`src/rtl/sub_pkg.sv`:
```
// rtl/sub_pkg.sv - shared types and size defaults for the sequential subtractor
//
// Contents:
//   WIDTH_DEF / SLICE_DEF : default operand width and bits processed per cycle
//   nslice()              : number of slices for a given width/slice pair
//   sub_state_t           : controller states IDLE -> CALC -> DONE
package sub_pkg;

    localparam int WIDTH_DEF = 32;
    localparam int SLICE_DEF = 8;

    function automatic int nslice(input int width, input int slice);
        return width / slice;
    endfunction

    localparam int NSLICE_DEF = nslice(WIDTH_DEF, SLICE_DEF);

    typedef enum logic [1:0] {
        IDLE = 2'd0,
        CALC = 2'd1,
        DONE = 2'd2
    } sub_state_t;

endpackage

```
`src/rtl/seq_subtractor_if.sv`:
```
// rtl/seq_subtractor_if.sv - operand/result handshake bundle of the sequential subtractor
//
// Signals:
//   in_valid / in_ready   : operand handshake (source -> subtractor)
//   a, b, bin             : minuend, subtrahend, borrow in
//   out_valid / out_ready : result handshake (subtractor -> consumer)
//   diff, bo, OF          : difference, unsigned borrow out, signed overflow
// Modports:
//   master : operand source / result consumer side
//   slave  : the subtractor itself
interface seq_subtractor_if
    import sub_pkg::*;
#(
    parameter int WIDTH = WIDTH_DEF
);

    logic             in_valid;
    logic             in_ready;
    logic [WIDTH-1:0] a;
    logic [WIDTH-1:0] b;
    logic             bin;
    logic             out_valid;
    logic             out_ready;
    logic [WIDTH-1:0] diff;
    logic             bo;
    logic             OF;

    modport master (
        output in_valid, a, b, bin, out_ready,
        input  in_ready, out_valid, diff, bo, OF
    );

    modport slave (
        input  in_valid, a, b, bin, out_ready,
        output in_ready, out_valid, diff, bo, OF
    );

endinterface

```
`src/rtl/sub_slice.sv`:
```
// rtl/sub_slice.sv - combinational W-bit subtract-with-borrow slice
//
// Ports:
//   x    in  W  minuend slice
//   y    in  W  subtrahend slice
//   bi   in  1  borrow into this slice
//   d    out W  x - y - bi (mod 2^W)
//   bo_o out 1  borrow out of this slice (x < y + bi)
module sub_slice #(
    parameter int W = 8
) (
    input  logic [W-1:0] x,
    input  logic [W-1:0] y,
    input  logic         bi,
    output logic [W-1:0] d,
    output logic         bo_o
);

    logic [W:0] full;

    // One extra bit: the result can go as low as -2^W, whose top bit
    // in W+1 bits is set exactly when the slice needs to borrow.
    always_comb begin
        full = {1'b0, x} - {1'b0, y} - {{W{1'b0}}, bi};
        d    = full[W-1:0];
        bo_o = full[W];
    end

endmodule

```
`src/rtl/seq_subtractor.sv`:
```
// rtl/seq_subtractor.sv - multi-cycle two's-complement subtractor, one slice per clock
//
// Computes diff = a - b - bin, rippling a registered borrow from the least
// significant slice to the most significant one, one SLICE-bit chunk per cycle.
//
// Ports:
//   clk  in  rising-edge clock
//   rst  in  asynchronous, active-high reset
//   bus  seq_subtractor_if.slave
//        in_valid/in_ready, a, b, bin     operand handshake
//        out_valid/out_ready, diff, bo, OF result handshake
//
// Parameters:
//   WIDTH  operand/result width, exact multiple of SLICE
//   SLICE  bits processed per CALC cycle
//
// Build option:
//   SUB_SAT_EN  when defined, diff saturates to the signed max/min on overflow
module seq_subtractor
    import sub_pkg::*;
#(
    parameter int WIDTH = WIDTH_DEF,
    parameter int SLICE = SLICE_DEF
) (
    input  logic                clk,
    input  logic                rst,
    seq_subtractor_if.slave     bus
);

    localparam int NSLICE = nslice(WIDTH, SLICE);
    localparam int IDX_W  = (NSLICE > 1) ? $clog2(NSLICE) : 1;
    localparam logic [IDX_W-1:0] LAST_IDX = IDX_W'(NSLICE - 1);

    generate
        if (WIDTH % SLICE != 0) begin : g_width_check
            $fatal(1, "seq_subtractor: WIDTH must be an exact multiple of SLICE");
        end
    endgenerate

    sub_state_t state;
    sub_state_t state_nxt;

    // Captured operands and the partially built result.
    logic [WIDTH-1:0] a_r;
    logic [WIDTH-1:0] b_r;
    logic [WIDTH-1:0] work_r;
    logic             borrow_r;
    logic [IDX_W-1:0] idx_r;

    // Presented result; only ever written on the CALC->DONE edge.
    logic [WIDTH-1:0] diff_r;
    logic             bo_r;
    logic             of_r;

    // Control decoded from the state.
    logic in_ready_c;
    logic out_valid_c;
    logic accept;
    logic finish;
    logic last;

    // Slice datapath.
    logic [SLICE-1:0] x_s;
    logic [SLICE-1:0] y_s;
    logic [SLICE-1:0] d_s;
    logic             bo_s;
    logic [WIDTH-1:0] work_nxt;
    logic             of_nxt;
    logic [WIDTH-1:0] res_out;

    assign last = (idx_r == LAST_IDX);

    // ------------------------------------------------------------------
    // Controller
    // ------------------------------------------------------------------
    always_ff @(posedge clk or posedge rst) begin
        if (rst) begin
            state <= IDLE;
        end else begin
            state <= state_nxt;
        end
    end

    always_comb begin
        state_nxt   = state;
        in_ready_c  = 1'b0;
        out_valid_c = 1'b0;
        accept      = 1'b0;
        finish      = 1'b0;
        case (state)
            IDLE: begin
                in_ready_c = 1'b1;
                if (bus.in_valid) begin
                    accept    = 1'b1;
                    state_nxt = CALC;
                end
            end
            CALC: begin
                if (last) begin
                    finish    = 1'b1;
                    state_nxt = DONE;
                end
            end
            DONE: begin
                out_valid_c = 1'b1;
                if (bus.out_ready) begin
                    state_nxt = IDLE;
                end
            end
            default: begin
                state_nxt = IDLE;
            end
        endcase
    end

    // ------------------------------------------------------------------
    // Slice datapath: one shared slice subtractor, operands muxed by idx
    // ------------------------------------------------------------------
    always_comb begin
        x_s = a_r[idx_r*SLICE +: SLICE];
        y_s = b_r[idx_r*SLICE +: SLICE];
    end

    sub_slice #(
        .W (SLICE)
    ) u_slice (
        .x    (x_s),
        .y    (y_s),
        .bi   (borrow_r),
        .d    (d_s),
        .bo_o (bo_s)
    );

    // work_nxt is the working register with the current slice merged in; on
    // the last slice it is the complete wrapped difference, so overflow and
    // the presented result are derived from it in the same cycle.
    always_comb begin
        work_nxt                     = work_r;
        work_nxt[idx_r*SLICE +: SLICE] = d_s;
        of_nxt = (a_r[WIDTH-1] ^ b_r[WIDTH-1]) & (work_nxt[WIDTH-1] ^ a_r[WIDTH-1]);
`ifdef SUB_SAT_EN
        // Overflow can only push a positive minuend negative or vice versa,
        // so the minuend sign picks which rail to clamp to.
        if (of_nxt) begin
            res_out = a_r[WIDTH-1] ? {1'b1, {(WIDTH-1){1'b0}}}
                                   : {1'b0, {(WIDTH-1){1'b1}}};
        end else begin
            res_out = work_nxt;
        end
`else
        res_out = work_nxt;
`endif
    end

    always_ff @(posedge clk or posedge rst) begin
        if (rst) begin
            a_r      <= '0;
            b_r      <= '0;
            work_r   <= '0;
            borrow_r <= 1'b0;
            idx_r    <= '0;
            diff_r   <= '0;
            bo_r     <= 1'b0;
            of_r     <= 1'b0;
        end else begin
            if (accept) begin
                a_r      <= bus.a;
                b_r      <= bus.b;
                borrow_r <= bus.bin;
                work_r   <= '0;
                idx_r    <= '0;
            end else if (state == CALC) begin
                work_r   <= work_nxt;
                borrow_r <= bo_s;
                if (finish) begin
                    // Return idx to 0 explicitly so non-power-of-two slice
                    // counts never leave it pointing past the operand.
                    idx_r  <= '0;
                    diff_r <= res_out;
                    bo_r   <= bo_s;
                    of_r   <= of_nxt;
                end else begin
                    idx_r  <= idx_r + IDX_W'(1);
                end
            end
        end
    end

    // ------------------------------------------------------------------
    // Interface outputs
    // ------------------------------------------------------------------
    assign bus.in_ready  = in_ready_c;
    assign bus.out_valid = out_valid_c;
    assign bus.diff      = diff_r;
    assign bus.bo        = bo_r;
    assign bus.OF        = of_r;

endmodule

```
`src/flat_wrapper.sv`:
```
// flat-port wrapper written by rule: the top's interface ports become plain ports
module seq_subtractor_flat import sub_pkg::*;
#(
    parameter int WIDTH = WIDTH_DEF,
    parameter int SLICE = SLICE_DEF
)
  (clk, rst, bus_in_valid, bus_a, bus_b, bus_bin, bus_out_ready, bus_in_ready, bus_out_valid, bus_diff, bus_bo, bus_OF);
  seq_subtractor_if #(.WIDTH(WIDTH)) bus_i ();
  input  logic clk;
  input  logic rst;
  input wire logic [$bits(bus_i.in_valid)-1:0] bus_in_valid;
  input wire logic [$bits(bus_i.a)-1:0] bus_a;
  input wire logic [$bits(bus_i.b)-1:0] bus_b;
  input wire logic [$bits(bus_i.bin)-1:0] bus_bin;
  input wire logic [$bits(bus_i.out_ready)-1:0] bus_out_ready;
  output wire logic [$bits(bus_i.in_ready)-1:0] bus_in_ready;
  output wire logic [$bits(bus_i.out_valid)-1:0] bus_out_valid;
  output wire logic [$bits(bus_i.diff)-1:0] bus_diff;
  output wire logic [$bits(bus_i.bo)-1:0] bus_bo;
  output wire logic [$bits(bus_i.OF)-1:0] bus_OF;
  assign bus_i.in_valid = bus_in_valid;
  assign bus_i.a = bus_a;
  assign bus_i.b = bus_b;
  assign bus_i.bin = bus_bin;
  assign bus_i.out_ready = bus_out_ready;
  assign bus_in_ready = bus_i.in_ready;
  assign bus_out_valid = bus_i.out_valid;
  assign bus_diff = bus_i.diff;
  assign bus_bo = bus_i.bo;
  assign bus_OF = bus_i.OF;
  seq_subtractor #(.WIDTH(WIDTH), .SLICE(SLICE)) u_core (.clk(clk), .rst(rst), .bus(bus_i));
endmodule
```
`config.mk`:
```
export PLATFORM = sky130hd
export DESIGN_NAME = seq_subtractor_flat
export DESIGN_NICKNAME = d
export VERILOG_FILES = /design/src/rtl/sub_pkg.sv /design/src/rtl/seq_subtractor_if.sv /design/src/rtl/sub_slice.sv /design/src/rtl/seq_subtractor.sv /design/src/flat_wrapper.sv
export SDC_FILE = /design/constraint.sdc
export NUM_CORES = 1
export LEC_CHECK = 0
export BUFFER_PORTS_ARGS = -buffer_cell sky130_fd_sc_hd__buf_2
export CAP_MARGIN = 20
export CELL_PAD_IN_SITES_DETAIL_PLACEMENT = 2
export CELL_PAD_IN_SITES_GLOBAL_PLACEMENT = 2
export CORE_UTILIZATION = 39
export CTS_BUF_LIST = sky130_fd_sc_hd__clkbuf_8
export CTS_CLUSTER_SIZE = 20
export DETAILED_ROUTE_END_ITERATION = 10
export PLACE_DENSITY = 0.94
export SLEW_MARGIN = 10
export SYNTH_ARGS = -nofsm -noshare
export SYNTH_HDL_FRONTEND = slang
export SYNTH_SLANG_ARGS = --single-unit
```
`constraint.sdc`:
```
create_clock -name clk -period 11.74 [get_ports clk]
set_input_delay 2.935 -clock clk [delete_from_list [all_inputs] [get_ports clk]]
set_output_delay 2.935 -clock clk [all_outputs]
set_load 0.1 [all_outputs]
```
# Word-level counts from Yosys, hierarchy flattened
# Cells that the tools add are included.
[classes]
eq_ne = 6
add_sub_neg = 4
reduce_logical = 4
bitwise_logic = 4
mux = 18
shift = 4
[ops]
columns = ["cell", "n"]
rows = [
  ["32-bit two-way mux", 2],
  ["32-bit by 6-bit indexed part select with 8-bit output", 2],
  ["5-bit negator with 34-bit output", 1],
  ["8-bit by 34-bit variable shift with 32-bit output, first input constant", 1],
  ["8-bit by 34-bit indexed part select with 32-bit output", 1],
  ["32-bit bitwise mux", 1],
  ["2-bit two-way mux", 6],
  ["8-bit by 8-bit subtractor with 9-bit output", 1],
  ["9-bit by 1-bit subtractor with 9-bit output", 1],
  ["1-bit two-way mux", 8],
  ["2-bit case mux with 3 select lines", 1],
  ["3-bit AND reduction", 2],
  ["2-bit == test, second input constant", 2],
  ["2-bit inequality test, second input constant", 2],
  ["2-bit by 1-bit adder with 2-bit output, second input constant", 1],
  ["2-bit by 1-bit == test with 1-bit output, second input constant", 1],
  ["2-bit zero test", 1],
  ["2-bit by 1-bit inequality test with 1-bit output, second input constant", 1],
  ["2-bit nonzero test", 1],
  ["1-bit bitwise XOR", 2],
  ["1-bit AND", 1],
  ["1-bit NOT", 1],
]
[totals]
output_inout_bits = 36
regBits = 135
wordCells = 49

# Depth between registers and ports, before layout
# Gate-level depths: netlist (run 1).
[logic_depth]
word_depth = 7
depth_mapped = 13

# Hierarchy
# From an unflattened synthesis (run 1), not the netlist that was laid out.
[hier_totals]
hier_cells = 497
hier_area_um2 = 6177.2
[modules_own_cells]
columns = ["mod", "area_per_inst_um2", "cells_each", "seq_area_each_um2", "n_inst"]
rows = [
  ["seq_subtractor", 5622.9, 421, 3178.0, 1],
  ["sub_slice", 554.3, 76, 0.0, 1],
]

# Worst setup path before layout (run 1)
# OpenSTA, ideal clock, no wires.
[synth_timing]
path_type = "reg2out"
start = "reg u_core.state[0]"
end = "out bus_in_ready"
stages_incl_launch_ff = 2
setup_slack_ps = 7111
t_required_ps = 8805
arrival_ps = 1694
path_buffers = 0
cell_sequence = "dfrtp_1 nor2_1"
[synth_via]
elab_chain_len = 2
[synth_rtl]
columns = ["item", "line", "rtl"]
rows = [
  ["from (decl)", "seq_subtractor.sv:40", "sub_state_t state;"],
  ["from (signal assigned)", "seq_subtractor.sv:80", "state <= state_nxt;"],
  ["2-bit zero test", "seq_subtractor.sv:90", "case (state)"],
  ["1-bit two-way mux", "seq_subtractor.sv:90", ""],
  ["to (decl)", "flat_wrapper.sv:16", "output wire logic [$bits(bus_i.in_ready)-1:0] bus_in_ready;"],
]
# Every way passes these cells.

# Final worst setup path (run 1)
# Same ends and word-level chain as after synthesis.

==> results of run 1 <==
-- registers in the layout (all words and copies together), names as in the netlist --
register / flops
u_core.bus.diff: 32
u_core.b_r: 32
u_core.state: 2
u_core.idx_r: 2
u_core.bus.OF: 1
u_core.a_r: 32
u_core.borrow_r: 1
u_core.work_r: 32
u_core.bus.bo: 1
-- worst min-delay path, delay by kind of cell (launching register included) --
family / cells / cell delay (ns)
AOI/OAI and AO/OA: 1 / 0.06
DFF: 1 / 0.34
and+or+nand+nor: 1 / 0.04
-- per-layer routing --
layer  part of all wire [%]  GRT usage (%)  vias up
li1                       -              -     2396
met1                     41           32.7     2748
met2                     53           48.9      151
met3                    3.8           4.50       35
met4                    2.3           14.2        0
met5                      0              0        -
-- metrics by stage --
stage	setup slack [ns]	util, %	instance area (um^2)
3_5_place_dp	7.07	44.5	7080
4_1_cts	7.17	47.0	7460
6_report	7.17	47.1	7480
3_3_place_gp	7.19	44.5	7080
2_1_floorplan	5.19	-	6360
5_1_grt	7.11	47.1	7480
-- final cells by class --
class / count / share of cell area (%)
clock buffers: 18 / 3.31
clock inverters: 14 / 1.82
inverters: 31 / 1.59
multi-input cells: 456 / 36.6
flip-flops and latches: 135 / 45.2
well taps: 216 / 3.61
repair buffers: 114 / 7.89
-- final timing paths --
kind,endpoint,slack [ns],from,depth (start not counted)
setup reg to reg,u_core.bus.diff[4],7.58,u_core.idx_r[0],11
min in group asynchronous,u_core.b_r[15],2.60,rst,2
max in group asynchronous,u_core.a_r[17],7.66,rst,3
setup / recovery,bus_in_ready,7.17,u_core.state[0],2
hold reg to reg,u_core.bus.diff[2],0.48,u_core.bus.diff[2],2
hold / removal,u_core.bus.diff[2],0.48,u_core.bus.diff[2],2
-- layout by cell type, fill, tap and decap left out, types with 2 or more instances in the layout --
cell          n
clkinv_2      4
clkbuf_2      2
buf_4         7
a21oi_1      38
nor3_1        3
nand2b_1      5
nand2_1     225
inv_1        32
nor3b_1       4
xnor2_1       3
buf_2       104
clkinvlp_4    3
dfrtp_1     135
o21ai_0      25
xor2_1        2
nand3_1       5
a22o_1       27
mux4_2       11
o31a_1        3
nor4_1        3
ha_1         18
and2_1        2
mux4_1        5
clkinv_4      3
clkbuf_8     18
a221oi_1      4
nor2_1       17
fa_1          2
nor2b_1      21
o31ai_1       9
o21ai_1       4
o21a_1        4
bufinv_16     2
-- kinds of logic (layout without fill, tap and decap cells) --
logic type / count (synthesis) / in the layout / share of synthesized area (%)
compound gates: 121 / 121 / 12.5
flops: 135 / 135 / 53.1
xor+xnor: 6 / 6 / 0.945
buf+inv: 64 / 177 / 3.94
mux: 17 / 17 / 6.12
fa+ha+maj: 20 / 20 / 4.17
simple gates: 292 / 292 / 19.2
==> key figures, run 1 <==
Status
  • Run status: completed

GRT
  • Vias in the first global route: between 6k and 7k
  • First-pass GRT wire length: between 30,000 and 40,000 um
  • Largest net degree at the start of global routing: just under 80
  • Global-route congestion overflow total: 0
  • Overall Global Routing Usage: between 20% and 30%
  • Antenna violations before repair: 0

Die
  • Ports: 105
  • Row count: between 40 and 50
  • Die area: 0.0168 mm^2
  • Core area: 0.0159 mm^2
  • DIE WIDTH: between 100 and 150 um
  • Initial Util: around two fifths
  • Die height: ~130 um

Setup path
  • WP data arrival: roughly 1.6 ns
  • Critical path cell sequence: nor2_1 -> buf_2
  • Setup crit start kind: register
  • Crit-path leading delay family: buffers and inverters
  • Worst-path fanout max: 4
  • Cell at the slowest stage of the critical path: buf_2
  • Req. time, crit path: ~9 ns
  • Worst Path Class, Setup: reg2out
  • CP bufs+invs: 1
  • CP Capture Type: primary output
  • Largest stage delay, worst path: between 0.4 and 0.5 ns

CTS
  • Clk Latency, worst-skew pair: approximately 0.48 ns
  • CTS Root Cell: clkbuf_8
  • Num CTS Buffers: 17
  • Hold_buf cts: 0
  • CTS max path bufs: 2
  • Clk sink count: about 140
  • Htree depth: 4
  • Postcts setup bufs: 0
  • PostCTS Resize Cnt: 0
  • CTS tree: built
  • CTS clk-pin slew, worst paths: around 0.080 ns

Drt
  • Initial DRC count: ~320
  • Wirelength per Cell: 22.3 um
  • Routed WL: between 20,000 and 25,000 um
  • Initial DRT Pass Iterations: 4
  • DRC violations left: 0
  • Post-route ant nets: 0
  • Vias per inst: 5.42
  • Vias: 5,330

Logic synthesis
  • Post-Syn Area: 0.00636 mm^2
  • Syn. warnings: 0
  • Commonest cells post-synth: nand2_1, dfrtp_1, a21oi_1
  • Cell variety after synth: 42
  • Count leader, synth: nand2_1
  • Post-synth EDFFs: 0
  • Synth top area share: 53.1%
  • Synth Flop Type: dfrtp_1
  • Mapped Nets: 744
  • Area contributors post-synth: dfrtp_1, nand2_1, mux4_2
  • Area leader, netlist: dfrtp_1
  • Syn avg cell area: a little under 10 um^2
  • Synthesis-stage register bit count: between 100 and 150
  • Sequential fraction of the synthesis area: 53.1%
  • Cells after synthesis: between 600 and 700
  • Fraction of registers with async set/reset: 100%

STA
  • RSZ-0062 raised after global routing: no
  • Tcrit/Tclk final: 39.0%
  • Final hold viol count: 0
  • Fmax: 219 MHz
  • Clock Skew: ~0.025 ns
  • Setup-failing EPs final: 0
  • Slew headroom: around a quarter
  • Worst Tran Pin Value: ~1.1 ns
  • Max-slew violations: 0
  • Final setup TNS: 0 ns
  • Min Hold Slack: 0.478 ns
  • Fin crit period: ~4.6 ns

Layout
  • Reg area: ~0.0034 mm^2
  • Antenna cells: 0
  • Fin cells: slightly below 1k
  • Layout cells sized above 1: between 20% and 30%
  • Multi-input combinational cell area: 0.00274 mm^2
  • P&R area growth vs syn: 17.7%
  • Final nets: about 840
  • Fill cells: 1,732

Place
  • GP Congestion: slightly above 0.8
  • DP HPWL: around 14,000 um
  • Port Buf Inserts: between 100 and 150
  • DP Cell Count: 949

Run
  • Max cap viols: 0

Worst hold path
  • Hold WC Path Type: reg2reg
Power of run 1 is not shown: default switching activity piles up to over one toggle a cycle in this logic, so the estimate is an artifact.
==> run 2: changes to the inputs <==
- ABC_AREA: default -> 1
- CORE_UTILIZATION: 39 -> 31
- PLACE_DENSITY: 0.94 -> 0.86
- clock period: 11.74 -> 4.16 ns (I/O delays scaled with it)
==> run 2 against run 1 <==
  * Flip-flop and latch count unchanged
  * Global-route usage down 7.1 points
  * Synthesized cell count rose by 29%
  * Die area increased by 30%
  * Register-to-register slack got worse by 6.7 ns
  * Cell area rose by 4.1%
  * Clock skew decreased by 0.012 ns
  * Clock-buffer cell count down 1
  * Critical endpoint is now u_core.work_r[29]
  * Largest cell class unchanged
==> key figures, run 2 <==
Status
  • Run status: completed (unchanged)

Drt
  • Initial DRT Pass Iterations: 5 (was 4)
  • Vias per inst: 4.78 (was 5.42)
  • Wirelength per Cell: 17.3 um (was 22.3 um)
  • Post-route ant nets: 0 (unchanged)
  • Routed WL: 21,300 um (was 21,900 um)
  • Initial DRC count: 233 (was 321)
  • Vias: 5,871 (was 5,330)
  • DRC violations left: 0 (unchanged)

Layout
  • Commonest non-fill, non-tap cell in the layout: nand2_1 (unchanged)
  • Antenna cells: 0 (unchanged)
  • Fill cells: 2,482 (was 1,732)
  • P&R area growth vs syn: 18.0% (was 17.7%)
  • Final nets: 1,029 (was 844)
  • Layout cells sized above 1: 17.6% (was 21.1%)
  • Fin area: 0.00779 mm^2 (was 0.00748 mm^2)
  • Most frequent cells in the layout: nand2_1, dfrtp_1, buf_2, inv_1, o21ai_0 (was nand2_1, dfrtp_1, buf_2, a21oi_1, inv_1)

Logic synthesis
  • Synthesis-stage register bit count: 135 (unchanged)
  • Cell variety after synth: 37 (was 42)
  • Cells after synthesis: 846 (was 655)
  • Fraction of registers with async set/reset: 100% (unchanged)
  • Commonest cells post-synth: nand2_1, dfrtp_1, inv_1 (was nand2_1, dfrtp_1, a21oi_1)
  • Synth top area share: 51.2% (was 53.1%)
  • Area leader, netlist: dfrtp_1 (unchanged)
  • Post-synth EDFFs: 0 (unchanged)
  • Syn. warnings: 0 (unchanged)
  • Post-Syn Area: 0.00660 mm^2 (was 0.00636 mm^2)
  • Sequential fraction of the synthesis area: 51.2% (was 53.1%)
  • Count leader, synth: nand2_1 (unchanged)
  • Area contributors post-synth: dfrtp_1, nand2_1, o21ai_0 (was dfrtp_1, nand2_1, mux4_2)
  • Mapped Nets: 935 (was 744)
  • Syn avg cell area: 7.80 um^2 (was 9.71 um^2)
  • Synth Flop Type: dfrtp_1 (unchanged)

GRT
  • Met3 GRT Util: 3.67% (was 4.50%)
  • Met1 Use GR: 24.9% (was 32.7%)
  • GR peak layer: met2 (unchanged)
  • Global-route congestion overflow total: 0 (unchanged)
  • Overall Global Routing Usage: 20.6% (was 27.8%)
  • Vias in the first global route: 6,588 (was 6,042)
  • Antenna violations before repair: 0 (unchanged)
  • Global routing usage on met2: 36.7% (was 48.9%)
  • First-pass GRT wire length: 34,700 um (was 34,200 um)
  • Largest net degree at the start of global routing: 73 (was 79)

Die
  • Die height: 148 um (was 130 um)
  • Row count: 53 (was 46)
  • Core area: 0.0210 mm^2 (was 0.0159 mm^2)
  • Ports: 105 (unchanged)
  • Initial Util: 31.5% (was 40.0%)
  • DIE WIDTH: 148 um (was 130 um)
  • Die area: 0.0219 mm^2 (was 0.0168 mm^2)

CTS
  • CTS Root Cell: clkbuf_8 (unchanged)
  • Num CTS Buffers: 17 (unchanged)
  • Hold_buf cts: 0 (unchanged)
  • CTS max path bufs: 2 (unchanged)
  • Clk sink count: 135 (unchanged)
  • Postcts setup bufs: 0 (unchanged)
  • PostCTS Resize Cnt: 0 (unchanged)
  • Htree depth: 4 (unchanged)
  • Clk Latency, worst-skew pair: 0.47 ns (was 0.48 ns)
  • CTS clk-pin slew, worst paths: 0.08 ns (about the same)
  • CTS tree: built (unchanged)

STA
  • Max-slew violations: 0 (unchanged)
  • Tcrit/Tclk final: between 70% and 80%
  • Setup-failing EPs final: 0 (unchanged)
  • Final hold viol count: 0 (unchanged)
  • Min Hold Slack: 0.480 ns (was 0.478 ns)
  • Slew headroom: 52.7% (was 25.2%)
  • RSZ-0062 raised after global routing: no (unchanged)
  • Fmax: about 300 MHz
  • Fin crit period: about 3.3 ns
  • Clock Skew: 0.0134 ns (was 0.0254 ns)
  • Worst Tran Pin Value: 0.708 ns (was 1.11 ns)
  • Final setup TNS: 0 ns (unchanged)

Setup path
  • Most repeated library cell on the critical path: nand2_1
  • FF-to-FF End: u_core.work_r[29] (was u_core.bus.diff[4])
  • Worst-path fanout max: 26 (was 4)
  • Setup crit start kind: register (unchanged)
  • CP Capture Type: register (was primary output)
  • Req. time, crit path: 4.54 ns (was 8.81 ns)
  • R2r startpoint: u_core.idx_r[0] (unchanged)
  • Worst Path Class, Setup: reg2reg (was reg2out)
  • Largest stage delay, worst path: 0.55 ns (was 0.49 ns)
  • WP data arrival: 3.66 ns (was 1.64 ns)
  • R2r worst-path depth: 15 (was 11)
  • Slack of the worst reg-to-reg path: 0.87 ns (was 7.58 ns)
  • Critical path cell sequence: buf_4 -> nand2_1 -> a32o_1 -> ha_1 -> inv_1 -> ha_1 -> nand2_1 -> nor2_1 -> nand3_1 -> nand2_2 -> xor2_2 -> nand3_1 -> o22ai_1 -> nand2_1 -> o21ai_1 (was nor2_1 -> buf_2)
  • Cell at the slowest stage of the critical path: dfrtp_2 (was buf_2)

Worst hold path
  • Hold EP: u_core.bus.diff[4] (was u_core.bus.diff[2])
  • Hold Crit Depth: 2 (unchanged)
  • Hold WC Path Type: reg2reg (unchanged)
  • Hold Crit Start: u_core.bus.diff[4] (was u_core.bus.diff[2])

Place
  • Dpl cell area: 0.00738 mm^2 (was 0.00708 mm^2)
  • DP HPWL: 14,800 um (was 13,700 um)
  • GP Congestion: 0.801 (was 0.817)
  • Port Buf Inserts: 104 (unchanged)

Run
  • Max cap viols: 0 (unchanged)
## run 2: per-stage QoR
step | setup WS (ns) | utilization (%) | std cells
after floorplan | 1.15 | - | 846
after global placement | 1.08 | 35.2 | 1196
after detailed placement | 0.926 | 35.2 | 1196
after CTS | 0.870 | 37.2 | 1228
after global routing | 0.540 | 37.2 | 1228
final | 0.874 | 37.2 | 1228
## run 2: worst max-delay path by stage
stage	startpoint	end	slack, ns
global placement	u_core.idx_r[0]	u_core.bus.diff[31]	1.08
global route	u_core.idx_r[0]	u_core.work_r[15]	0.54
floorplan	u_core.idx_r[0]	u_core.bus.diff[30]	1.15
detailed placement	u_core.idx_r[0]	u_core.bus.diff[14]	0.93
CTS	u_core.idx_r[1]	u_core.work_r[15]	0.87
finish	u_core.idx_r[0]	u_core.work_r[29]	0.87
## run 2: kinds of logic (layout without fill, tap and decap cells)
logic type / after synthesis / count (layout) / share of synthesized area, %
AOI/OAI and AO/OA: 111 / 111 / 9.69
xor gates and xnor gates: 3 / 3 / 0.625
adders and majority gates: 20 / 20 / 4.02
buffers and inverters: 118 / 225 / 7.30
DFF: 135 / 135 / 51.2
and+or+nand+nor: 459 / 459 / 27.2
## run 2: critical path: cells and delay by family, from the launching register on
family	cells	cell delay (ns)
AOI/OAI and AO/OA	3	0.63
xor gates and xnor gates	1	0.18
adders and majority gates	2	0.63
buffers and inverters	2	0.39
and+or+nand+nor	7	0.81
DFF	1	0.55
## run 2: final cells by class
class | instances | area [um^2] | share of cell area, %
multi-input combinational | 593 | 2750 | 35.2
sequential | 135 | 3380 | 43.4
tap | 275 | 344 | 4.42
clock buffer | 17 | 234 | 3.00
clock inverter | 15 | 181 | 2.33
inverter | 80 | 307 | 3.93
timing repair buffer | 113 | 601 | 7.71
## run 2: per-layer routing
metal	up-vias	part of all wire (%)
met5	-	0
met4	0	2.1
met3	31	3.2
met2	124	50
met1	2896	44
li1	2820	-
Power of run 2 is left out for the same reason.
==> run 3: changes to the inputs <==
- ABC_AREA: 1 -> 0
- CORE_UTILIZATION: 31 -> 33
- PLACE_DENSITY: 0.86 -> 0.85
- clock period: 4.16 -> 3 ns (I/O delays scaled with it)
==> run 3 against run 2 <==
  * The run now ends with setup timing left
  * Clock-buffer cell count increased by 1
  * Global-route usage increased by 3.1 points
  * Maximum frequency decreased by 0.39%
  * Die area decreased by 9.4%
  * Critical path depth decreased by 4
  * Via count decreased by 7.2%
  * Clock skew about the same
  * Worst hold slack got worse by 0.086 ns
  * Highest routed layer is now met5
==> key figures, run 3 (synthesis results as in run 1) <==
Status
  • Run status: finished, violations left (was completed)
  • Failing checks: setup timing

Drt
  • Vias per inst: 5.26 (was 4.78)
  • Post-route ant nets: 0 (unchanged)
  • Initial DRT Pass Iterations: 4 (was 5)
  • Vias: 5,448 (was 5,871)
  • Routed WL: 23,800 um (was 21,300 um)
  • DRC violations left: 0 (unchanged)
  • Wirelength per Cell: 22.9 um (was 17.3 um)
  • Initial DRC count: 237 (was 233)

Setup path
  • FF-to-FF End: u_core.bus.bo (was u_core.work_r[29])
  • WP data arrival: 3.63 ns (was 3.66 ns)
  • Cell at the slowest stage of the critical path: mux4_2 (was dfrtp_2)
  • R2r worst-path depth: 11 (was 15)
  • Critical path cell sequence: buf_6 -> mux4_2 -> fa_2 -> inv_2 -> fa_2 -> a21boi_4 -> o21a_1 -> o21a_2 -> o31a_1 -> o21a_1 -> o31a_1 (was buf_4 -> nand2_1 -> a32o_1 -> ha_1 -> inv_1 -> ha_1 -> nand2_1 -> nor2_1 -> nand3_1 -> nand2_2 -> xor2_2 -> nand3_1 -> o22ai_1 -> nand2_1 -> o21ai_1)
  • Req. time, crit path: 3.33 ns (was 4.54 ns)
  • CP Capture Type: register (unchanged)
  • CP bufs+invs: 2 (unchanged)
  • Largest stage delay, worst path: 0.55 ns (about the same)
  • Crit-path leading delay family: compound AO/OA/AOI/OAI gates (was simple AND/OR/NAND/NOR gates)
  • R2r startpoint: u_core.idx_r[1] (was u_core.idx_r[0])
  • Setup crit start kind: register (unchanged)
  • Slack of the worst reg-to-reg path: -0.30 ns (was 0.87 ns)
  • Worst Path Class, Setup: reg2reg (unchanged)
  • Worst-path fanout max: 4 (was 26)

STA
  • Worst Tran Pin Value: 0.763 ns (was 0.708 ns)
  • Final hold viol count: 0 (unchanged)
  • Min Hold Slack: 0.394 ns (was 0.480 ns)
  • Setup-failing EPs final: 27 (was 0)
  • Tcrit/Tclk final: 110% (was 79.0%)
  • Fin crit period: 3.30 ns (was 3.29 ns)
  • Slew headroom: 49.1% (was 52.7%)
  • Clock Skew: 0.0135 ns (was 0.0134 ns)
  • Worst setup margin: -0.299 ns (was 0.874 ns)
  • RSZ-0062 raised after global routing: yes (was no)
  • Fmax: 303 MHz (was 304 MHz)
  • Max-slew violations: 0 (unchanged)

Die
  • Ports: 105 (unchanged)
  • DIE WIDTH: 141 um (was 148 um)
  • Core area: 0.0188 mm^2 (was 0.0210 mm^2)
  • Row count: 50 (was 53)
  • Die area: 0.0198 mm^2 (was 0.0219 mm^2)
  • Die height: 141 um (was 148 um)
  • Initial Util: 33.9% (was 31.5%)

Layout
  • Commonest non-fill, non-tap cell in the layout: nand2_1 (unchanged)
  • Final nets: 878 (was 1,029)
  • Fin area: 0.00808 mm^2 (was 0.00779 mm^2)
  • Fin cells: 1,036 (was 1,228)
  • Most frequent cells in the layout: nand2_1, dfrtp_1, buf_2, buf_4, a21oi_1 (was nand2_1, dfrtp_1, buf_2, inv_1, o21ai_0)
  • P&R area growth vs syn: 27.1% (was 18.0%)
  • Fill cells: 2,029 (was 2,482)
  • Antenna cells: 0 (unchanged)
  • Layout cells sized above 1: 29.2% (was 17.6%)

CTS
  • Clk Latency, worst-skew pair: 0.46 ns (was 0.47 ns)
  • Num CTS Buffers: 17 (unchanged)
  • CTS Root Cell: clkbuf_8 (unchanged)
  • Htree depth: 4 (unchanged)
  • CTS clk-pin slew, worst paths: 0.08 ns (about the same)
  • Hold_buf cts: 0 (unchanged)
  • Clk sink count: 135 (unchanged)
  • CTS tree: built (unchanged)
  • CTS max path bufs: 2 (unchanged)

Place
  • Dpl cell area: 0.00734 mm^2 (was 0.00738 mm^2)
  • DP HPWL: 14,700 um (was 14,800 um)
  • Place WS: -0.347 ns (was 0.926 ns)
  • DP Cell Count: 985 (was 1,196)
  • GP Congestion: 0.830 (was 0.801)
  • Port Buf Inserts: 104 (unchanged)

GRT
  • Largest net degree at the start of global routing: 70 (was 73)
  • Antenna violations before repair: 1 (was 0)
  • Vias in the first global route: 6,167 (was 6,588)
  • Global-route congestion overflow total: 0 (unchanged)
  • Overall Global Routing Usage: 23.8% (was 20.6%)
  • First-pass GRT wire length: 35,100 um (was 34,700 um)

Worst hold path
  • Hold WC Path Type: in2async (was reg2reg)

Run
  • Max cap viols: 0 (unchanged)
[run 3: cell count changes in the layout (fill, tap and decap cells not counted), moves of 25 or more]
cell	delta
a22o_1	+27
buf_4	+26
inv_1	-53
nand2_1	-168
o21ai_0	-35
o22ai_1	-25
[run 3: final cells by class]
type	count	area (um^2)	share of cell area, %
inverter	31	123	1.52
multi-input combinational	456	2940	36.4
clock inverter	14	175	2.17
sequential	135	3380	41.8
timing repair buffer	148	923	11.4
tap	234	293	3.62
clock buffer	18	248	3.07
[run 3: timing repair]
action,4_1_cts,5_1_grt
setup endpoints to repair,41,38
cloned,0,0
buffers inserted,11,9
pin swaps,18,13
resized for setup,28,14
[run 3: worst max-delay path by stage]
stage,startpoint,to,slack [ns],depth (start not counted)
3_5_place_dp,u_core.idx_r[1],u_core.bus.OF,-0.35,11
4_1_cts,u_core.idx_r[0],u_core.bus.OF,-0.11,13
6_report,u_core.idx_r[1],u_core.bus.bo,-0.30,11
2_1_floorplan,u_core.idx_r[0],u_core.bus.OF,-0.003,12
5_1_grt,u_core.idx_r[1],u_core.bus.bo,-0.34,11
3_3_place_gp,u_core.idx_r[0],u_core.bus.diff[7],-0.07,14
[run 3: through the flow]
step                util (%)  TNS (ns)
floorplan                  -  -0.00589
global placement        39.1    -0.628
detailed placement      39.1     -6.14
CTS                     42.4    -0.440
global route            43.1     -5.37
finish                  43.1     -3.73
[run 3: per-layer routing]
metal  track usage, %  vias up  share of wire (%)
li1                 -     2463                  -
met1             26.6     2783                 39
met2             42.2      159                 54
met3             4.72       41                3.2
met4             13.7        2                3.5
met5                0        -              0.055
Power of run 3 is left out for the same reason.
